===== src/rtl/qpu_trigger_scheduler.sv =====
// rtl/qpu_trigger_scheduler.sv - timed trigger event release scheduler
//
// Accepts timestamped trigger events into a FIFO and, while running, releases
// each one onto the trigger outputs on the edge where the timeline reaches its
// timestamp.
//
// Ports:
//   clk, rst_n          core clock, asynchronous active-low reset
//   i_start, i_stop     one-cycle pulses moving IDLE->RUN and RUN->IDLE
//   push_valid/ready    event handshake; push_ready = FIFO not full
//   push_time/data/mask event timestamp, data word and channel mask
//   o_time              timeline counter (0 in IDLE, saturates at all-ones)
//   o_clk_ena           high while running
//   o_data, o_valid     last released data word; one-cycle channel mask pulse
//   o_count             FIFO occupancy
//   o_late, o_ovf       sticky late-release and timeline-saturation flags

module qpu_trigger_scheduler #(
  parameter int TIME_W  = 32,
  parameter int DATA_W  = 16,
  parameter int EVT_NUM = 8,
  parameter int DEPTH   = 8
) (
  input  logic                     clk,
  input  logic                     rst_n,
  input  logic                     i_start,
  input  logic                     i_stop,
  input  logic                     push_valid,
  output logic                     push_ready,
  input  logic [TIME_W-1:0]        push_time,
  input  logic [DATA_W-1:0]        push_data,
  input  logic [EVT_NUM-1:0]       push_mask,
  output logic [TIME_W-1:0]        o_time,
  output logic                     o_clk_ena,
  output logic [DATA_W-1:0]        o_data,
  output logic [EVT_NUM-1:0]       o_valid,
  output logic [$clog2(DEPTH):0]   o_count,
  output logic                     o_late,
  output logic                     o_ovf
);

  localparam int AW = $clog2(DEPTH);
  localparam int CW = AW + 1;
  localparam logic [TIME_W-1:0] TIME_MAX = '1;

  typedef enum logic {
    ST_IDLE,
    ST_RUN
  } state_t;

  state_t state, state_nxt;

  logic [TIME_W-1:0]  mem_time [DEPTH];
  logic [DATA_W-1:0]  mem_data [DEPTH];
  logic [EVT_NUM-1:0] mem_mask [DEPTH];

  logic [AW-1:0]      rd_ptr, wr_ptr;
  logic [CW-1:0]      count;
  logic [TIME_W-1:0]  t_next;
  logic               push_fire;
  logic               pop_fire;
  logic               time_clr;
  logic               time_adv;
  logic               flags_clr;

  // Ready depends on the registered count only, so a full FIFO refuses a
  // push even on an edge that also pops.
  assign push_ready = (count < CW'(DEPTH));
  assign push_fire  = push_valid & push_ready;
  assign o_count    = count;
  assign o_clk_ena  = (state == ST_RUN);

  // Value the timeline takes on the coming edge; it saturates rather than wraps.
  assign t_next = (o_time == TIME_MAX) ? TIME_MAX : o_time + 1'b1;

  always_ff @(posedge clk or negedge rst_n) begin
    if (!rst_n) begin
      state <= ST_IDLE;
    end else begin
      state <= state_nxt;
    end
  end

  always_comb begin
    state_nxt = state;
    pop_fire  = 1'b0;
    time_clr  = 1'b0;
    time_adv  = 1'b0;
    flags_clr = 1'b0;
    case (state)
      ST_IDLE: begin
        if (i_start) begin
          state_nxt = ST_RUN;
          time_clr  = 1'b1;
          flags_clr = 1'b1;
        end
      end
      ST_RUN: begin
        if (i_stop) begin
          state_nxt = ST_IDLE;
          time_clr  = 1'b1;
        end else begin
          time_adv = 1'b1;
          // Compare against t_next so the pulse lands in the cycle where
          // o_time equals the timestamp.
          pop_fire = (count != '0) && (mem_time[rd_ptr] <= t_next);
        end
      end
      default: state_nxt = ST_IDLE;
    endcase
  end

  // Storage carries no reset; validity is defined by the pointers and count.
  always_ff @(posedge clk) begin
    if (push_fire) begin
      mem_time[wr_ptr] <= push_time;
      mem_data[wr_ptr] <= push_data;
      mem_mask[wr_ptr] <= push_mask;
    end
  end

  always_ff @(posedge clk or negedge rst_n) begin
    if (!rst_n) begin
      o_time  <= '0;
      o_data  <= '0;
      o_valid <= '0;
      o_late  <= 1'b0;
      o_ovf   <= 1'b0;
      rd_ptr  <= '0;
      wr_ptr  <= '0;
      count   <= '0;
    end else begin
      if (time_clr) begin
        o_time <= '0;
      end else if (time_adv) begin
        o_time <= t_next;
      end

      if (flags_clr) begin
        o_late <= 1'b0;
        o_ovf  <= 1'b0;
      end else begin
        if (time_adv && (t_next == TIME_MAX)) begin
          o_ovf <= 1'b1;
        end
        if (pop_fire && (mem_time[rd_ptr] < t_next)) begin
          o_late <= 1'b1;
        end
      end

      o_valid <= pop_fire ? mem_mask[rd_ptr] : '0;
      if (pop_fire) begin
        o_data <= mem_data[rd_ptr];
        rd_ptr <= rd_ptr + 1'b1;
      end
      if (push_fire) begin
        wr_ptr <= wr_ptr + 1'b1;
      end

      case ({push_fire, pop_fire})
        2'b10:   count <= count + 1'b1;
        2'b01:   count <= count - 1'b1;
        default: count <= count;
      endcase
    end
  end

endmodule


===== config.mk =====
export PLATFORM = sky130hd
export DESIGN_NAME = qpu_trigger_scheduler
export DESIGN_NICKNAME = d
export VERILOG_FILES = /design/src/rtl/qpu_trigger_scheduler.sv
export SDC_FILE = /design/constraint.sdc
export NUM_CORES = 1
export LEC_CHECK = 0
export CORE_MARGIN = 5
export CORE_UTILIZATION = 31
export CTS_CLUSTER_SIZE = 14
export DETAILED_ROUTE_END_ITERATION = 12
export GPL_TIMING_DRIVEN = 1
export PLACE_DENSITY = 0.47
export SETUP_SLACK_MARGIN = 0.5
export SYNTH_ARGS = -nofsm -noshare
export SYNTH_HDL_FRONTEND = slang
export SYNTH_SLANG_ARGS = --single-unit

===== constraint.sdc =====
create_clock -name clk -period 5.4 [get_ports clk]
set_input_delay 0.54 -clock clk [delete_from_list [all_inputs] [get_ports clk]]
set_output_delay 0.54 -clock clk [all_outputs]
set_load 0.05 [all_outputs]

Word-level counts from Yosys, hierarchy flattened
Memories as Yosys holds them, arrays and structs flattened. A register that Yosys moved wholly into a read port is not among the register bits.
Index checks and enable logic that the tools add are counted.
Widths: inputs -> output; s select.
Word-level totals
  register bits after elaboration: 53
  memory bits (writable): 448
  memories: 3
  output and inout port bits: 64
  word-level logic and storage cells: 54
Memories
  mem_time: words 8, width 32, read ports 1, clocked after memory_dff 0, write ports 1, line 53  | logic [TIME_W-1:0] mem_time [DEPTH];
  mem_data: words 8, width 16, read ports 1, clocked after memory_dff 1, write ports 1, line 54  | logic [DATA_W-1:0] mem_data [DEPTH];
  mem_mask: words 8, width 8, read ports 1, clocked after memory_dff 0, write ports 1, line 55  | logic [EVT_NUM-1:0] mem_mask [DEPTH];
Operators by class
  mux-type cells: 20
  magnitude comparators: 3
  bitwise gates (word level): 2
  $add $sub $neg: 5
  eq/ne operators: 4
  reduce and logical (&&, ||, !) cells: 9
Operator list (count)
  $mux 32: 3
  $eq 32x32->1 const B: 2
  $add 32x1->32 const B: 1
  $le 32x32->1: 1
  $lt 32x32->1: 1
  $mux 1: 13
  $mux 8: 1
  $pmux 4 s2: 1
  $reduce_bool 2->1: 4
  $add 3x1->3 const B: 2
  $add 4x1->4 const B: 1
  $lt 4x4->1 const B: 1
  $pmux 1 s2: 2
  $reduce_bool 4->1: 1
  $sub 4x1->4 const B: 1
  $logic_and 1x1->1: 3
  $eq 2x1->1 const B: 1
  $eq 2x2->1 const B: 1
  $and 1x1->1: 1
  $logic_not 1->1: 1
  $not 1->1: 1

Logic depth before layout (Yosys ltp)
Gate-level depths: netlist of run 1.
  word-level depth: 9
  gate-level depth with buffers: 24
  depth with buffers taken out: 20

Worst setup path before layout of run 1
OpenSTA, ideal clock, no wires.
  path type: reg-to-reg
  from: register count[3], in the netlist o_count[3]
  to: memory mem_data[2][0] (enable)
  period minus slack after synthesis: 5.760 ns
  cell stages (with the launch flop): 4
  setup time: 0.550 ns
  setup slack: -0.360 ns
  data arrival time: 5.210 ns
  required time: 4.850 ns
  path through: dfrtp_1 nor2b_1 nand2b_1 nor3b_1
On the way
  cells in the longest elaborated chain, start to end: 4
RTL lines
  from (decl): line 58  | logic [CW-1:0] count;
  from (signal assigned): line 161  | 2'b10: count <= count + 1'b1;
  from (signal assigned): line 162  | 2'b01: count <= count - 1'b1;
  from (signal assigned): line 163  | default: count <= count;
  $lt 4x4->1: line 68  | assign push_ready = (count < CW'(DEPTH));
  $and 1x1->1: line 69  | assign push_fire = push_valid & push_ready;
  $mux 1: line 115  | if (push_fire) begin
  $mux 1 (not written as such): line 117  | mem_data[wr_ptr] <= push_data;
  to (decl): line 54
No other way between the ends.

Final worst setup path of run 1
  from: register o_time[16]
  to: register count[3], in the netlist o_count[3]
On the way
  cells in the longest elaborated chain, start to end: 8
RTL lines
  from (decl): line 33  | output logic [TIME_W-1:0] o_time,
  from (signal assigned): line 136  | o_time <= t_next;
  $add 32x1->32 or $eq 32x32->1 (tied branches): line 74  | assign t_next = (o_time == TIME_MAX) ? TIME_MAX : o_time + 1'b1;
  $mux 32 *: line 74
  $le 32x32->1 *: line 106  | pop_fire = (count != '0) && (mem_time[rd_ptr] <= t_next);
  $logic_and 1x1->1 *: line 106
  $mux 1 *: line 99  | if (i_stop) begin
  $mux 1 *: line 90  | case (state)
  $eq 2x1->1 or $eq 2x2->1 (tied branches): line 160  | case ({push_fire, pop_fire})
  $pmux 4 s2 or $reduce_bool 2->1 (tied branches)
Every way passes the cells marked *; elsewhere a longest branch is shown, timed or not.
A chain may end at the register's enable or synchronous reset.

==> run_results.csv, run 1 <==
group,metric,value,unit
worst_setup_path,slowest_stage,"or4_1",
logic_synthesis,synth_top_area_share,62.7,%
worst_setup_path,crit_family,"simple AND/OR/NAND/NOR gates",
logic_synthesis,synthesis.nets,1274,
layout,final_cell_mix,"448 x edfxtp_1, 123 x clkdlybuf4s50_1, 112 x mux4_2",
clock_tree,cts_buffer_depth,3,
pwr,p_leak,0.00883,µW
layout,area_delta_synth_final,23.6,%
worst_setup_path,cp-start-kind,"register",
worst_setup_path,critical_path.endpoint_type,"register",
flow_run,cap_violations,0,
sta,slew_headroom,45.5,%
sta,fin_crit_sh,86.8,%
route,firstDrtPassIters,5,
logic_synthesis,synthCells,1176,
logic_synthesis,synth_cell_types,65,
route,ant_nets,0,
sta,fin_skew,27.2,ps
worst_setup_path,r2r_start,"o_time[16]",
place,portBuffers,124,
floorplan,rows,96,
layout,nets,1477,
worst_setup_path,critPathMaxStageDelay,470,ps
clock_tree,clock_sinks,517,
global_route,grt_pass1_wl,80200,µm
clock_tree,cts_max_level,2,
route,vias,11500,
layout,multi_input_area,6180,µm²
worst_setup_path,reg2reg_to,"o_count[3]",
route,finalWirelength,53500,µm
logic_synthesis,async_flop_share,13.3,%
sta,max_freq,213,MHz
place,globalplace.congestion,0.849,
logic_synthesis,synth_top_flop_cell,"edfxtp_1",
worst_setup_path,crit_arrival,5170,ps
run_status,status,"completed",
clock_tree,tritoncts,"yes",
sta,hold_violations,0,
sta,min_period,4690,ps
sta,tightest_slew,817,ps
layout,layout-drive-gt1-share,28.0,%
global_route,antenna_found_initial,6,
worst_setup_path,rrSetupSlack,710,ps
logic_synthesis,ys_seq_area_share,70.8,%
floorplan,die_x,273,µm
worst_setup_path,worstSetupPathType,"reg -> reg",
route,vias_per_cell,4.86,
clock_tree,root_buffer,"clkbuf_16",
floorplan,io_pins,125,
worst_setup_path,crit_path_cell_trace,"nand4_1, buf_4, or4_1, nor4_4, xor2_1, nor2_1, ha_1, nand4_1, buf_4, nor2_1, a2bb2oi_1, o311a_1, o31ai_4, o21ai_4, ha_1, ha_1, a21o_1, a21oi_2, xnor2_1, nor2_1, xnor2_1",
logic_synthesis,yosys-top-cells-area,"edfxtp_1 63%, mux4_2 12%, dfrtp_1 8.1%",
worst_hold_path,holdCritPathClass,"in -> async",
global_route,grtUsageTotal,14.2,%
global_route,overflow,0,
layout,regArea,15200,µm²
route,dr.first_iter.drc_count,759,
place,hpwl,31800,µm
logic_synthesis,synth_area,21400,µm²
layout,final_common_cell,"edfxtp_1",
logic_synthesis,ys_warn_count,0,
layout,nFillCells,6276,
floorplan,die_h,273,µm
floorplan,dieArea,74500,µm²
worst_setup_path,crit_fanout,6,
clock_tree,clkTransAtPathRegs,60,ps
worst_setup_path,path_buf_inv,2,
global_route,grt_pass1_vias,12100,
sta,drv_slew,0,
route,drc,0,
worst_setup_path,required,5880,ps
floorplan,core-area,68600,µm²
pwr,totalPowerFinal,12700,µW
sta,rsz0062_at_grt,"no",
pwr,ir_worst_vdd,0.243,mV
pwr,pwr_density_cell,480,nW/µm²
worst_setup_path,reg2regPathDepth,21,
logic_synthesis,synth_area_leader_cell,"edfxtp_1",
clock_tree,clk_latency,620,ps
logic_synthesis,synth_edf_count,448,
floorplan,initial_core_util,31.3,%
clock_tree,numCtsBuffers,57,
global_route,grt_max_degree,47,
logic_synthesis,synth.avg_cell_area,18.2,µm²
sta,tns,0,ps
logic_synthesis,synth_seq_cells,517,
sta,finalSetupViolations,0,
route,wire_per_inst,22.7,µm
## sequential cells by signal, indices dropped and copies added (netlist names)
name	flops
mem_data	128
o_time	32
o_clk_ena	1
o_data	16
o_count	4
o_ovf	1
o_late	1
rd_ptr	3
wr_ptr	3
mem_mask	64
o_valid	8
mem_time	256
## power breakdown
| group | internal (µW) | switching (µW) | total, µW |
|---|---|---|---|
| Clock | 2360 | 1620 | 3980 |
| Sequential | 4730 | 198 | 4930 |
| Combinational | 1800 | 2010 | 3810 |
| Total | 8900 | 3820 | 12700 |
## cell families after synthesis
logic type	share of synthesized area [%]
fa+ha+maj	2.19
mux	16.0
xor+xnor	0.817
flops	70.8
buf+inv	1.56
compound gates	3.29
simple gates	5.37
## cells in the mapped netlist, drive strengths merged (22+ instances only)
| library cell | number |
|---|---|
| dfrtp | 69 |
| clkbuf | 25 |
| inv | 22 |
| mux4 | 112 |
| mux2 | 70 |
| nand2 | 63 |
| a21oi | 25 |
| ha | 36 |
| buf | 30 |
| nor2 | 44 |
| edfxtp | 448 |
| o21ai | 51 |
## per-stage QoR
stage | util (%) | cell area (µm²) | hold slack (ps) | setup slack, ps | instances
4_1_cts | 38.3 | 26200 | 362 | 515 | 2341
3_5_place_dp | 35.2 | 24200 | 488 | 355 | 2223
5_1_grt | 38.6 | 26500 | 392 | 462 | 2359
3_3_place_gp | 35.2 | 24200 | 481 | 400 | 2223
2_1_floorplan | - | 21500 | 244 | 212 | 1176
6_report | 38.6 | 26500 | 386 | 714 | 2360
## area by class of cell
cell class,count,share of cell area (%)
Multi-Input combinational cell,582,23.3
Clock inverter,42,1.69
Antenna cell,1,0.00944
Tap cell,931,4.40
Clock buffer,66,5.63
Inverter,22,0.312
Sequential cell,517,57.4
Timing Repair Buffer,199,7.26
## worst max path at each step
stage	start	end	slack, ps	depth (start not counted)
after floorplan	o_time[6]	o_count[3]	210	23
after global placement	o_time[6]	o_count[3]	400	20
after detailed placement	o_time[6]	o_count[3]	360	20
after CTS	o_time[11]	o_count[3]	520	19
after global routing	o_time[16]	o_count[3]	460	20
final	o_time[16]	o_count[3]	710	21
## per-layer routing
| metal | vias to the layer above | GRT usage (%) | routed length, µm |
|---|---|---|---|
| met5 | - | 0 | 74 |
| met1 | 6016 | 19.4 | 24100 |
| met2 | 235 | 23.5 | 26000 |
| met3 | 83 | 2.81 | 2360 |
| li1 | 5129 | - | - |
| met4 | 10 | 3.32 | 995 |
## worst register-to-register path, cell delays in order, from the launching register on
cell and delay [ps]:
dfrtp_2 420, nand4_1 260, buf_4 240, or4_1 470, nor4_4 240, xor2_1 110, nor2_1 230, ha_1 310
nand4_1 230, buf_4 160, nor2_1 30, a2bb2oi_1 200, o311a_1 240, o31ai_4 110, o21ai_4 190, ha_1 220
ha_1 250, a21o_1 190, a21oi_2 140, xnor2_1 120, nor2_1 60, xnor2_1 120
## repair_timing
item,4_1_cts,5_1_grt
buffers inserted,9,18
hold buffers,1,0
pin swaps,5,8
setup endpoints to repair,1,17
endpoints found under the hold margin,25,0
resized for setup,7,25
No activity file was read; power rests on OpenSTA's default activity.
==> inputs of run 2 (changes only) <==
--- a/config.mk
+++ b/config.mk
@@ -9,9 +9,11 @@
 export CORE_UTILIZATION = 31
 export CTS_CLUSTER_SIZE = 14
 export DETAILED_ROUTE_END_ITERATION = 12
+export DONT_BUFFER_PORTS = 1
 export GPL_TIMING_DRIVEN = 1
-export PLACE_DENSITY = 0.47
+export PLACE_DENSITY = 0.44
 export SETUP_SLACK_MARGIN = 0.5
+export SKIP_CTS_REPAIR_TIMING = 1
 export SYNTH_ARGS = -nofsm -noshare
 export SYNTH_HDL_FRONTEND = slang
 export SYNTH_SLANG_ARGS = --single-unit
==> run_results.csv, run 2 (synthesis results as in run 1) <==
group,metric,value,unit
worst_setup_path,worstSetupPathType,"reg -> reg",
layout,regMostFlops,"mem_time",
clock_tree,clk_latency,630,ps
place,hpwl,32200,µm
sta,finalSetupViolations,0,
route,dr.first_iter.drc_count,783,
clock_tree,clkTransAtPathRegs,60,ps
layout,area_delta_synth_final,20.9,%
layout,largest_reg_flops,256,
pwr,totalPowerFinal,12400,µW
sta,tns,0,ps
layout,nets,1430,
flow_run,cap_violations,0,
global_route,grtUsageTotal,14.2,%
floorplan,die_h,273,µm
layout,final_common_cell,"edfxtp_1",
floorplan,dieArea,74500,µm²
clock_tree,clock_sinks,517,
route,finalWirelength,54000,µm
place,globalplace.congestion,0.834,
sta,max_freq,214,MHz
sta,slew_headroom,37.0,%
sta,tightest_slew,944,ps
global_route,grt_max_degree,70,
route,vias,11300,
sta,drv_slew,0,
pwr,ir_worst_vdd,0.285,mV
sta,rsz0062_at_grt,"no",
sta,hold_violations,0,
clock_tree,root_buffer,"clkbuf_16",
global_route,antenna_found_initial,8,
place,place_area,23200,µm²
clock_tree,cts_buffer_depth,3,
worst_setup_path,critical_path.endpoint_type,"register",
route,wire_per_inst,23.3,µm
clock_tree,tritoncts,"yes",
sta,fin_skew,27.2,ps
place,portBuffers,0,
pwr,pwr_density_cell,480,nW/µm²
sta,fin_crit_sh,86.5,%
worst_setup_path,crit_arrival,5140,ps
route,vias_per_cell,4.89,
layout,nFillCells,6326,
floorplan,die_x,273,µm
global_route,overflow,0,
layout,fin_area,25900,µm²
pwr,p_leak,0.00870,µW
clock_tree,cts_max_level,2,
floorplan,core-area,68600,µm²
layout,post-route-util,37.8,%
worst_setup_path,cp-start-kind,"register",
sta,min_period,4670,ps
route,ant_nets,0,
route,firstDrtPassIters,5,
global_route,grt_pass1_vias,11600,
sta,fin_hold_ws,141,ps
global_route,grt_pass1_wl,79100,µm
route,drc,0,
floorplan,io_pins,125,
worst_hold_path,holdCritPathClass,"in -> reg",
worst_setup_path,required,5870,ps
clock_tree,numCtsBuffers,58,
floorplan,rows,96,
floorplan,initial_core_util,31.3,%
layout,final_cell_mix,"448 x edfxtp_1, 112 x mux4_2, 81 x buf_4",
run_status,status,"completed",
layout,layout-drive-gt1-share,30.1,%
layout,largest_registers,"mem_time x256, mem_data x128, mem_mask x64",
worst_setup_path,crit_fanout,6,
## run 2: cell count changes in the layout (fill, tap and decap cells not counted), sizes merged
cell / delta
bufinv: -2
diode: +5
clkinv: -1
clkbuf: +4
dlygate4sd3: +56
buf: +19
clkdlybuf4s50: -123
## run 2: cell type report
cell class                 instances  area, µm²  area share, %
antenna                            6       15.0         0.0579
tap                              931       1160           4.49
clock buffer                      70       1530           5.88
multi-input combinational        582       6140           23.7
clock inverter                    39        393           1.51
inverter                          22       82.6          0.318
timing repair buffer             151       1410           5.45
sequential                       517      15200           58.6
## run 2: where the power goes
group / internal (µW) / total [µW] / leakage [µW] / switching, µW
Combinational: 1630 / 3180 / 0.00283 / 1550
Clock: 2300 / 3930 / 0.000939 / 1620
Sequential: 4730 / 5340 / 0.00493 / 619
Total: 8660 / 12400 / 0.00870 / 3790
## run 2: path summary, 6_finish.rpt
check	from	to	slack, ps	cells after the start
max reg2reg	o_time[25]	o_count[3]	730	20
min in group asynchronous	rst_n	o_valid[6]	590	2
max	o_time[25]	o_count[3]	730	20
max in group asynchronous	rst_n	o_time[11]	4440	2
min	i_start	o_clk_ena	140	2
min reg2reg	o_time[0]	o_time[0]	610	1
## run 2: worst max-delay path, cell delays in order (launching register included)
cell      delay [ps]
dfrtp_1          350
nand4_1          150
or3_4            430
buf_4            180
nor4_4           390
buf_6            190
nor3_1            60
ha_1             320
nand4_1          180
nor4_4           350
or3b_4           410
o211ai_1         140
o22a_4           200
o21ai_4           70
ha_2             200
ha_1             270
a21o_1           190
a21oi_2          140
xnor2_1          130
nor2_1            70
xnor2_1          120
## run 2: through the flow
step	instances	setup WS [ps]
finish	2318	731
global placement	2133	498
floorplan	1176	212
global route	2315	501
CTS	2242	412
detailed placement	2133	417
## run 2: metal layers
layer	GRT usage, %	part of all wire [%]
met5	0	0.024
met4	3.80	2.1
met3	4.15	4.9
met2	23.4	48
met1	18.7	44
